File: src/rtl/mem_common_pkg.sv
// -----------------------------------------------------------------------------
// mem_common: coherence types shared by the L1 and its controllers.
//   t_mesi        - MESI line state as stored in the state array
//   t_snp_kind    - kind of external snoop (invalidate / downgrade to shared)
//   mesi_snp_next - state a line takes after being hit by a snoop
// -----------------------------------------------------------------------------
package mem_common;

    typedef enum logic [1:0] {
        MESI_I = 2'b00,
        MESI_S = 2'b01,
        MESI_E = 2'b10,
        MESI_M = 2'b11
    } t_mesi;

    typedef enum logic {
        SNP_INV = 1'b0,
        SNP_SHR = 1'b1
    } t_snp_kind;

    // Invalidate always ends in I; a share-snoop demotes any valid line to S
    // and leaves an invalid line invalid.
    function automatic t_mesi mesi_snp_next(input t_mesi cur, input t_snp_kind kind);
        t_mesi nxt;
        if (kind == SNP_INV) begin
            nxt = MESI_I;
        end else if (cur == MESI_I) begin
            nxt = MESI_I;
        end else begin
            nxt = MESI_S;
        end
        return nxt;
    endfunction

endpackage

File: src/rtl/mem_defs_pkg.sv
// -----------------------------------------------------------------------------
// mem_defs: L1 geometry and the address/way types derived from it.
//   L1_NUM_SETS, L1_NUM_WAYS - array dimensions
//   t_l1_set_addr            - set index
//   t_l1_way                 - way index
// -----------------------------------------------------------------------------
package mem_defs;

    localparam int L1_NUM_SETS = 64;
    localparam int L1_NUM_WAYS = 4;

    typedef logic [$clog2(L1_NUM_SETS)-1:0] t_l1_set_addr;
    typedef logic [$clog2(L1_NUM_WAYS)-1:0] t_l1_way;

endpackage

File: src/rtl/l1state_ctl.sv
// -----------------------------------------------------------------------------
// l1state_ctl: arbiter/controller for the single-ported L1 MESI state array.
//
// Three requesters share the one set-address port:
//   lk_*   lookup pipe, read only; per-way state returned one cycle later
//   fl_*   fill engine, write only; no response
//   snp_*  snoop engine, atomic read-modify-write of one way
// Array side:
//   state_rd_en_mm1 / state_wr_en_mm1 / set_addr_mm1 / state_wr_way_mm1 /
//   state_wr_state_mm1 drive the array; state_rd_ways_mm2 is its read data,
//   valid the cycle after a read.
// Grants are combinational from the requests; at most one access per cycle.
// Priority: snoop write phase > starved lookup > fill > snoop read > lookup.
// reset is asynchronous, active low.
// -----------------------------------------------------------------------------
module l1state_ctl
    import mem_common::*;
    import mem_defs::*;
#(
    parameter int STARVE_LIMIT = 4,
    parameter int SNP_ID_W     = 4,
    parameter int LK_ID_W      = 4
) (
    input  logic                          clk,
    input  logic                          reset,

    input  logic                          lk_req_mm1,
    input  t_l1_set_addr                  lk_set_mm1,
    input  logic [LK_ID_W-1:0]            lk_id_mm1,
    output logic                          lk_gnt_mm1,
    output logic                          lk_rsp_valid_mm2,
    output logic [LK_ID_W-1:0]            lk_rsp_id_mm2,
    output t_mesi [L1_NUM_WAYS-1:0]       lk_rsp_ways_mm2,

    input  logic                          fl_req_mm1,
    input  t_l1_set_addr                  fl_set_mm1,
    input  t_l1_way                       fl_way_mm1,
    input  t_mesi                         fl_state_mm1,
    output logic                          fl_gnt_mm1,

    input  logic                          snp_req_mm1,
    input  t_l1_set_addr                  snp_set_mm1,
    input  t_l1_way                       snp_way_mm1,
    input  t_snp_kind                     snp_kind_mm1,
    input  logic [SNP_ID_W-1:0]           snp_id_mm1,
    output logic                          snp_gnt_mm1,
    output logic                          snp_rsp_valid,
    output logic [SNP_ID_W-1:0]           snp_rsp_id,
    output t_mesi                         snp_rsp_old_state,

    output logic                          state_rd_en_mm1,
    output logic                          state_wr_en_mm1,
    output t_l1_set_addr                  set_addr_mm1,
    output t_mesi                         state_wr_state_mm1,
    output t_l1_way                       state_wr_way_mm1,
    input  t_mesi [L1_NUM_WAYS-1:0]       state_rd_ways_mm2
);

    localparam int STARVE_W = $clog2(STARVE_LIMIT + 1);
    localparam logic [STARVE_W-1:0] STARVE_MAX = STARVE_W'(STARVE_LIMIT);

    typedef enum logic {
        SNP_IDLE = 1'b0,
        SNP_WR   = 1'b1
    } t_snp_state;

    t_snp_state            snp_state_q, snp_state_d;
    logic [STARVE_W-1:0]   starve_cnt_q, starve_cnt_d;
    t_l1_set_addr          snp_set_q, snp_set_d;
    t_l1_way               snp_way_q, snp_way_d;
    t_snp_kind             snp_kind_q, snp_kind_d;
    logic [SNP_ID_W-1:0]   snp_id_q, snp_id_d;
    logic                  lk_rsp_valid_q, lk_rsp_valid_d;
    logic [LK_ID_W-1:0]    lk_rsp_id_q, lk_rsp_id_d;

    logic                  lk_urgent;
    t_mesi                 snp_old;

    // The snoop read was issued last cycle, so the array output now holds the
    // set being modified.
    assign snp_old   = state_rd_ways_mm2[snp_way_q];
    assign lk_urgent = lk_req_mm1 && (starve_cnt_q == STARVE_MAX);

    always_comb begin
        lk_gnt_mm1         = 1'b0;
        fl_gnt_mm1         = 1'b0;
        snp_gnt_mm1        = 1'b0;
        snp_rsp_valid      = 1'b0;
        snp_rsp_id         = '0;
        snp_rsp_old_state  = MESI_I;
        state_rd_en_mm1    = 1'b0;
        state_wr_en_mm1    = 1'b0;
        set_addr_mm1       = '0;
        state_wr_way_mm1   = '0;
        state_wr_state_mm1 = MESI_I;
        snp_state_d        = snp_state_q;
        snp_set_d          = snp_set_q;
        snp_way_d          = snp_way_q;
        snp_kind_d         = snp_kind_q;
        snp_id_d           = snp_id_q;

        if (snp_state_q == SNP_WR) begin
            // Write phase of the RMW: issued back-to-back with the read so no
            // other access can slip in between.
            state_wr_en_mm1    = 1'b1;
            set_addr_mm1       = snp_set_q;
            state_wr_way_mm1   = snp_way_q;
            state_wr_state_mm1 = mesi_snp_next(snp_old, snp_kind_q);
            snp_rsp_valid      = 1'b1;
            snp_rsp_id         = snp_id_q;
            snp_rsp_old_state  = snp_old;
            snp_state_d        = SNP_IDLE;
        end else if (lk_urgent) begin
            lk_gnt_mm1      = 1'b1;
            state_rd_en_mm1 = 1'b1;
            set_addr_mm1    = lk_set_mm1;
        end else if (fl_req_mm1) begin
            fl_gnt_mm1         = 1'b1;
            state_wr_en_mm1    = 1'b1;
            set_addr_mm1       = fl_set_mm1;
            state_wr_way_mm1   = fl_way_mm1;
            state_wr_state_mm1 = fl_state_mm1;
        end else if (snp_req_mm1) begin
            snp_gnt_mm1     = 1'b1;
            state_rd_en_mm1 = 1'b1;
            set_addr_mm1    = snp_set_mm1;
            snp_set_d       = snp_set_mm1;
            snp_way_d       = snp_way_mm1;
            snp_kind_d      = snp_kind_mm1;
            snp_id_d        = snp_id_mm1;
            snp_state_d     = SNP_WR;
        end else if (lk_req_mm1) begin
            lk_gnt_mm1      = 1'b1;
            state_rd_en_mm1 = 1'b1;
            set_addr_mm1    = lk_set_mm1;
        end
    end

    always_comb begin
        lk_rsp_valid_d = lk_gnt_mm1;
        lk_rsp_id_d    = lk_gnt_mm1 ? lk_id_mm1 : lk_rsp_id_q;

        // Counts denied lookup cycles; any grant or a dropped request restarts it.
        if (!lk_req_mm1 || lk_gnt_mm1) begin
            starve_cnt_d = '0;
        end else if (starve_cnt_q == STARVE_MAX) begin
            starve_cnt_d = starve_cnt_q;
        end else begin
            starve_cnt_d = starve_cnt_q + STARVE_W'(1);
        end
    end

    always_ff @(posedge clk or negedge reset) begin
        if (!reset) begin
            snp_state_q    <= SNP_IDLE;
            starve_cnt_q   <= '0;
            snp_set_q      <= '0;
            snp_way_q      <= '0;
            snp_kind_q     <= SNP_INV;
            snp_id_q       <= '0;
            lk_rsp_valid_q <= 1'b0;
            lk_rsp_id_q    <= '0;
        end else begin
            snp_state_q    <= snp_state_d;
            starve_cnt_q   <= starve_cnt_d;
            snp_set_q      <= snp_set_d;
            snp_way_q      <= snp_way_d;
            snp_kind_q     <= snp_kind_d;
            snp_id_q       <= snp_id_d;
            lk_rsp_valid_q <= lk_rsp_valid_d;
            lk_rsp_id_q    <= lk_rsp_id_d;
        end
    end

    assign lk_rsp_valid_mm2 = lk_rsp_valid_q;
    assign lk_rsp_id_mm2    = lk_rsp_id_q;
    // Read data is only meaningful with valid; hold it at I otherwise so the
    // response bus is quiet out of reset.
    assign lk_rsp_ways_mm2  = lk_rsp_valid_q ? state_rd_ways_mm2 : {L1_NUM_WAYS{MESI_I}};

endmodule
File: config.mk
export PLATFORM = sky130hd
export DESIGN_NAME = l1state_ctl
export DESIGN_NICKNAME = d
export VERILOG_FILES = /design/src/rtl/mem_common_pkg.sv /design/src/rtl/mem_defs_pkg.sv /design/src/rtl/l1state_ctl.sv
export SDC_FILE = /design/constraint.sdc
export NUM_CORES = 1
export LEC_CHECK = 0
export BUFFER_PORTS_ARGS = -buffer_cell sky130_fd_sc_hd__buf_2
export CAP_MARGIN = 20
export CORE_UTILIZATION = 25
export CTS_CLUSTER_DIAMETER = 40
export DETAILED_ROUTE_END_ITERATION = 8
export GPL_TIMING_DRIVEN = 1
export PLACE_DENSITY = 0.61
export SKIP_LAST_GASP = 1
export SYNTH_ARGS = -nofsm -noshare
export SYNTH_HDL_FRONTEND = slang
export SYNTH_SLANG_ARGS = --single-unit
File: constraint.sdc
create_clock -name clk -period 2.35 [get_ports clk]
set_clock_uncertainty 0.2 [all_clocks]
set_input_delay 0.5875 -clock clk [delete_from_list [all_inputs] [get_ports clk]]
set_output_delay 0.5875 -clock clk [all_outputs]
set_load 0.01 [all_outputs]
Word level (Yosys, flattened, before mapping)
Index checks and enable logic that the tools add are counted.
Widths: inputs -> output; s select.
- output and inout port bits: 35
- word-level logic and storage cells: 58
- input port bits: 46
- register bits: 22
- reductions and logical operators: 5
- multiplexer cells: 38
- add/sub/neg operators: 1
- bitwise gates (word level): 3
- equal/unequal tests: 2
- magnitude comparators: 1
- operators by type and width (kind ; number):
    $mux 6 ; 5
    $mux 1 ; 20
    $mux 2 ; 8
    $mux 8 ; 1
    $mux 3 ; 2
    $bmux 2 s2 ; 1
    $mux 4 ; 1
    $reduce_and 4->1 ; 1
    $add 3x1->3 const B ; 1
    $eq 3x3->1 const B ; 1
    $lt 2x3->1 const B ; 1
    $not 1->1 ; 3
    $logic_not 2->1 ; 1
    $ne 2x1->1 const B ; 1
    $logic_and 1x1->1 ; 1
    $logic_not 1->1 ; 1
    $logic_or 1x1->1 ; 1

Logic depth before layout (Yosys ltp)
- depth after elaboration: 7
- gate-level depth with buffers: 7
- gate-level depth less buffers: 5

Least setup slack after synthesis
No wires, ideal clock.
- path type: flip-flop to output port
- from: register starve_cnt_q[0]
- to: output port state_rd_en_mm1
- arrival time: 1481 ps
- setup slack: 82 ps
- data required time: 1562 ps
- buffers on the path: 2
- cell stages (with the launch flop): 7
- path through: dfrtp_1 > inv_1 > ha_1 > buf_2 > nand3_2 > buf_2 > a211oi_1
- longest elaborated chain between the ends: 4
- ends and longest elaborated chain (element ; line ; source):
    from (decl) ; l1state_ctl.sv:68 ; logic [STARVE_W-1:0] starve_cnt_q, starve_cnt_d;
    from (signal assigned) ; l1state_ctl.sv:165 ; starve_cnt_q <= starve_cnt_d;
    $eq 3x3->1 ; l1state_ctl.sv:82 ; assign lk_urgent = lk_req_mm1 && (starve_cnt_q == STARVE_MAX);
    $logic_and 1x1->1 ; l1state_ctl.sv:82 ;
    $mux 1 ; l1state_ctl.sv:113 ; end else if (lk_urgent) begin
    $mux 1 ; l1state_ctl.sv:102 ; if (snp_state_q == SNP_WR) begin
    to (decl) ; l1state_ctl.sv:51 ; output logic state_rd_en_mm1,
No other way between the ends.

Worst setup path after layout
- from: register starve_cnt_q[0]
- to: output port set_addr_mm1[5]
- longest elaborated chain between the ends: 4
- ends and longest elaborated chain (element ; line ; source):
    $eq 3x3->1 ; l1state_ctl.sv:82 ;
    $logic_and 1x1->1 ; l1state_ctl.sv:82 ;
    $mux 6 ; l1state_ctl.sv:113 ;
    $mux 6 ; l1state_ctl.sv:102 ;
    to (decl) ; l1state_ctl.sv:53 ; output t_l1_set_addr set_addr_mm1,
No other way between the ends.

==> results.toml <==
[clocking]
clkTransAtPathRegs_ns = 0.08
cts_made_buffers = 3
insertion_delay_ns = 0.26
cts_htree_levels = 1
clock_sinks = 22
tritoncts = "built"
clockBufferDepth = 2
cts_hold_buf = 0
cts-root-buf = "clkbuf_8"

[outcome]
violations = "setup timing"
status = "finished with violations"

[cells_and_area]
area_delta_synth_final_pct = 47.64
seqCellArea_um2 = 551.8
drive_gt1_share_pct = 57.78
num_antenna_cells = 0
instances_no_fill = 295
fillCellCount = 564
fin_nets = 274
multi_input_comb_area_um2 = 797.0
post-route-util_pct = 39.29
stdcell_area_mm2 = 0.002071

[routing]
viasPerCell = 4.634
wl_per_cell_um = 13.16
vias = 1367
drc = 0
drt_first_pass_iters = 4
routed_wl_um = 3881
drtAntennaViolNets = 0
dr.first_iter.drc_count = 47

[timing]
tightest_slew_ns = 0.5239
layout_setup_ws_ns = -0.03347
relSlewSlack_pct = 65.08
max_freq_mhz = 419.6
finalCritPeriodShare_pct = 101.4
fin_crit_ns = 2.383
grt_setup_unrepaired = "yes"
report.final.setup_viol = 7
finalHoldViolations = 0
slew_violations = 0

[grt]
grt_max_degree = 31
grt_pass1_vias = 1328
grt_pass1_wl_um = 6513
track_usage_pct = 13.97
antenna_found_initial = 0
overflow = 0

[run]
max_cap_viol_count = 0

[placed_design]
place_hpwl_um = 2849
dp.cells = 286
gp_congestion = 0.7049
place_area_mm2 = 0.001937
io_buffers = 80

[synth]
seq_area_frac_synth_pct = 39.25
netlist_instances = 136
synthesis.area_mm2 = 0.001403
ys_warn_count = 0
ys_top_cells_by_count = "dfrtp_1 (22), nand3_1 (16), and2_1 (14)"
avgSynthCellArea_um2 = 10.31
ys_ff_latch = 22
synth_cell_types = 35
synth_top_area_share_pct = 39.25
synth.most_common_cell = "dfrtp_1"
syn_nets = 184
synth-edff-count = 0
synth_top_area_cell = "dfrtp_1"
synth_area_leaders = "dfrtp_1 (39%), mux2_4 (9.6%), mux2_2 (6.4%), and2_1 (6.2%), nand3_1 (5.7%)"
async_flop_share_pct = 100.0
synthFlopType = "dfrtp_1"

[power_and_ir_drop]
p_leak_nw = 1.062
p_total_mw = 1.148
p_per_area_mw_per_mm2 = 554.4
vdd_drop_max_mv = 0.2198

[floorplan]
die-area_mm2 = 0.005914
io_pins = 81
start_util_pct = 26.61
core_area_mm2 = 0.005270
chipWidth_um = 76.90
rows = 26
die_height_um = 76.90

[worst_setup_path]
slowest_delay_ns = 0.40
critPathSlowestCell = "dfrtp_1"
worstPathCellList = "inv_2 -> ha_4 -> nand3_2 -> buf_12 -> a31oi_1 -> a32oi_1 -> buf_2"
critPathLaunchType = "flip-flop"
crit_fanout = 17
worstPathArrival_ns = 1.60
required_ns = 1.56
crit_type = "flip-flop to output port"
end_kind = "output port"

[min_path]
hold_class = "input port to asynchronous set/reset pin"
metal layers:
metal / routed length (um) / track usage (%)
met1: 1877 / 19.66
met2: 1726 / 21.16
met3: 225 / 2.738
met4: 51 / 4.615
met5: 0 / 0
stage by stage:
step	hold slack [ns]	setup slack (ns)	TNS, ns
after floorplan	0.09191	0.08193	0
after global placement	0.2866	-0.004046	-0.004046
after detailed placement	0.2895	-0.01222	-0.01222
after CTS	0.1031	-0.06376	-0.1337
after global routing	0.1267	-0.1489	-1.366
final	0.08770	-0.03347	-0.1145
worst paths after layout:
kind	start	to	slack (ns)	cells after the start
worst min-delay path	reset	lk_rsp_id_mm2[1]	0.09	1
min in group clk	snp_id_q[0]	snp_id_q[0]	0.31	1
worst min register to register	snp_id_q[0]	snp_id_q[0]	0.31	1
max in group asynchronous	reset	snp_way_q[0]	1.48	1
worst max-delay path	starve_cnt_q[0]	set_addr_mm1[5]	-0.03	7
worst max register to register	starve_cnt_q[0]	snp_set_q[5]	0.32	8
cell usage in the layout (no fill, tap or decap), types with 4 or more instances in the layout:
cell type  synthesis  final
nand2_1            4      4
clkbuf_8           0      4
a32oi_1            6      6
buf_4              1     12
buf_2              4     80
nand3_1           16     16
a31oi_1            6      5
mux2_2             8      8
inv_1             10      8
mux2_4             9      9
and2_1            14     14
dfrtp_1           22     21
power by group:
part | leakage [nW] | internal, mW | switching, mW | total, mW
registers | 0.266 | 0.445 | 0.0440 | 0.489
clock network | 0.0288 | 0.149 | 0.126 | 0.275
logic | 0.767 | 0.216 | 0.168 | 0.384
total | 1.06 | 0.810 | 0.338 | 1.15
logic make-up (layout without fill, tap and decap cells):
group | count (synthesis) | in the layout | synth area share (%)
and+or+nand+nor | 47 | 47 | 20.43
adders and majority gates | 2 | 2 | 1.784
muxes | 19 | 19 | 19.27
DFF | 22 | 22 | 39.25
AOI/OAI and AO/OA | 26 | 26 | 12.76
buffers and inverters | 20 | 109 | 6.513
registers in the layout, summed over array words and instances, names as in the netlist:
name              flops
lk_rsp_id_mm2         4
lk_rsp_valid_mm2      1
snp_id_q              4
snp_kind_q            1
snp_set_q             6
snp_state_q           1
snp_way_q             2
starve_cnt_q          3
cell type report:
class                   count  share of cell area [%]
multi-input cells          94                   38.49
well taps                  70                   4.230
flip-flops and latches     22                   26.65
repair buffers             95                   26.16
inverters                  10                   1.813
clock buffers               4                   2.659
worst max-delay path, delay by kind of cell, from the launching register on:
family          cells  cell delay (ns)
compound gates      2             0.27
fa+ha+maj           1             0.14
buf+inv             3             0.42
flops               1             0.40
simple gates        1             0.09
timing repair:
item | in CTS | in global routing
setup endpoints to repair | 14 | 13
pin swaps | 3 | 2
resized for setup | 9 | 4
endpoints found under the hold margin | 0 | 0
buffers inserted | 5 | 0
Power figures use the tool's default switching activity.
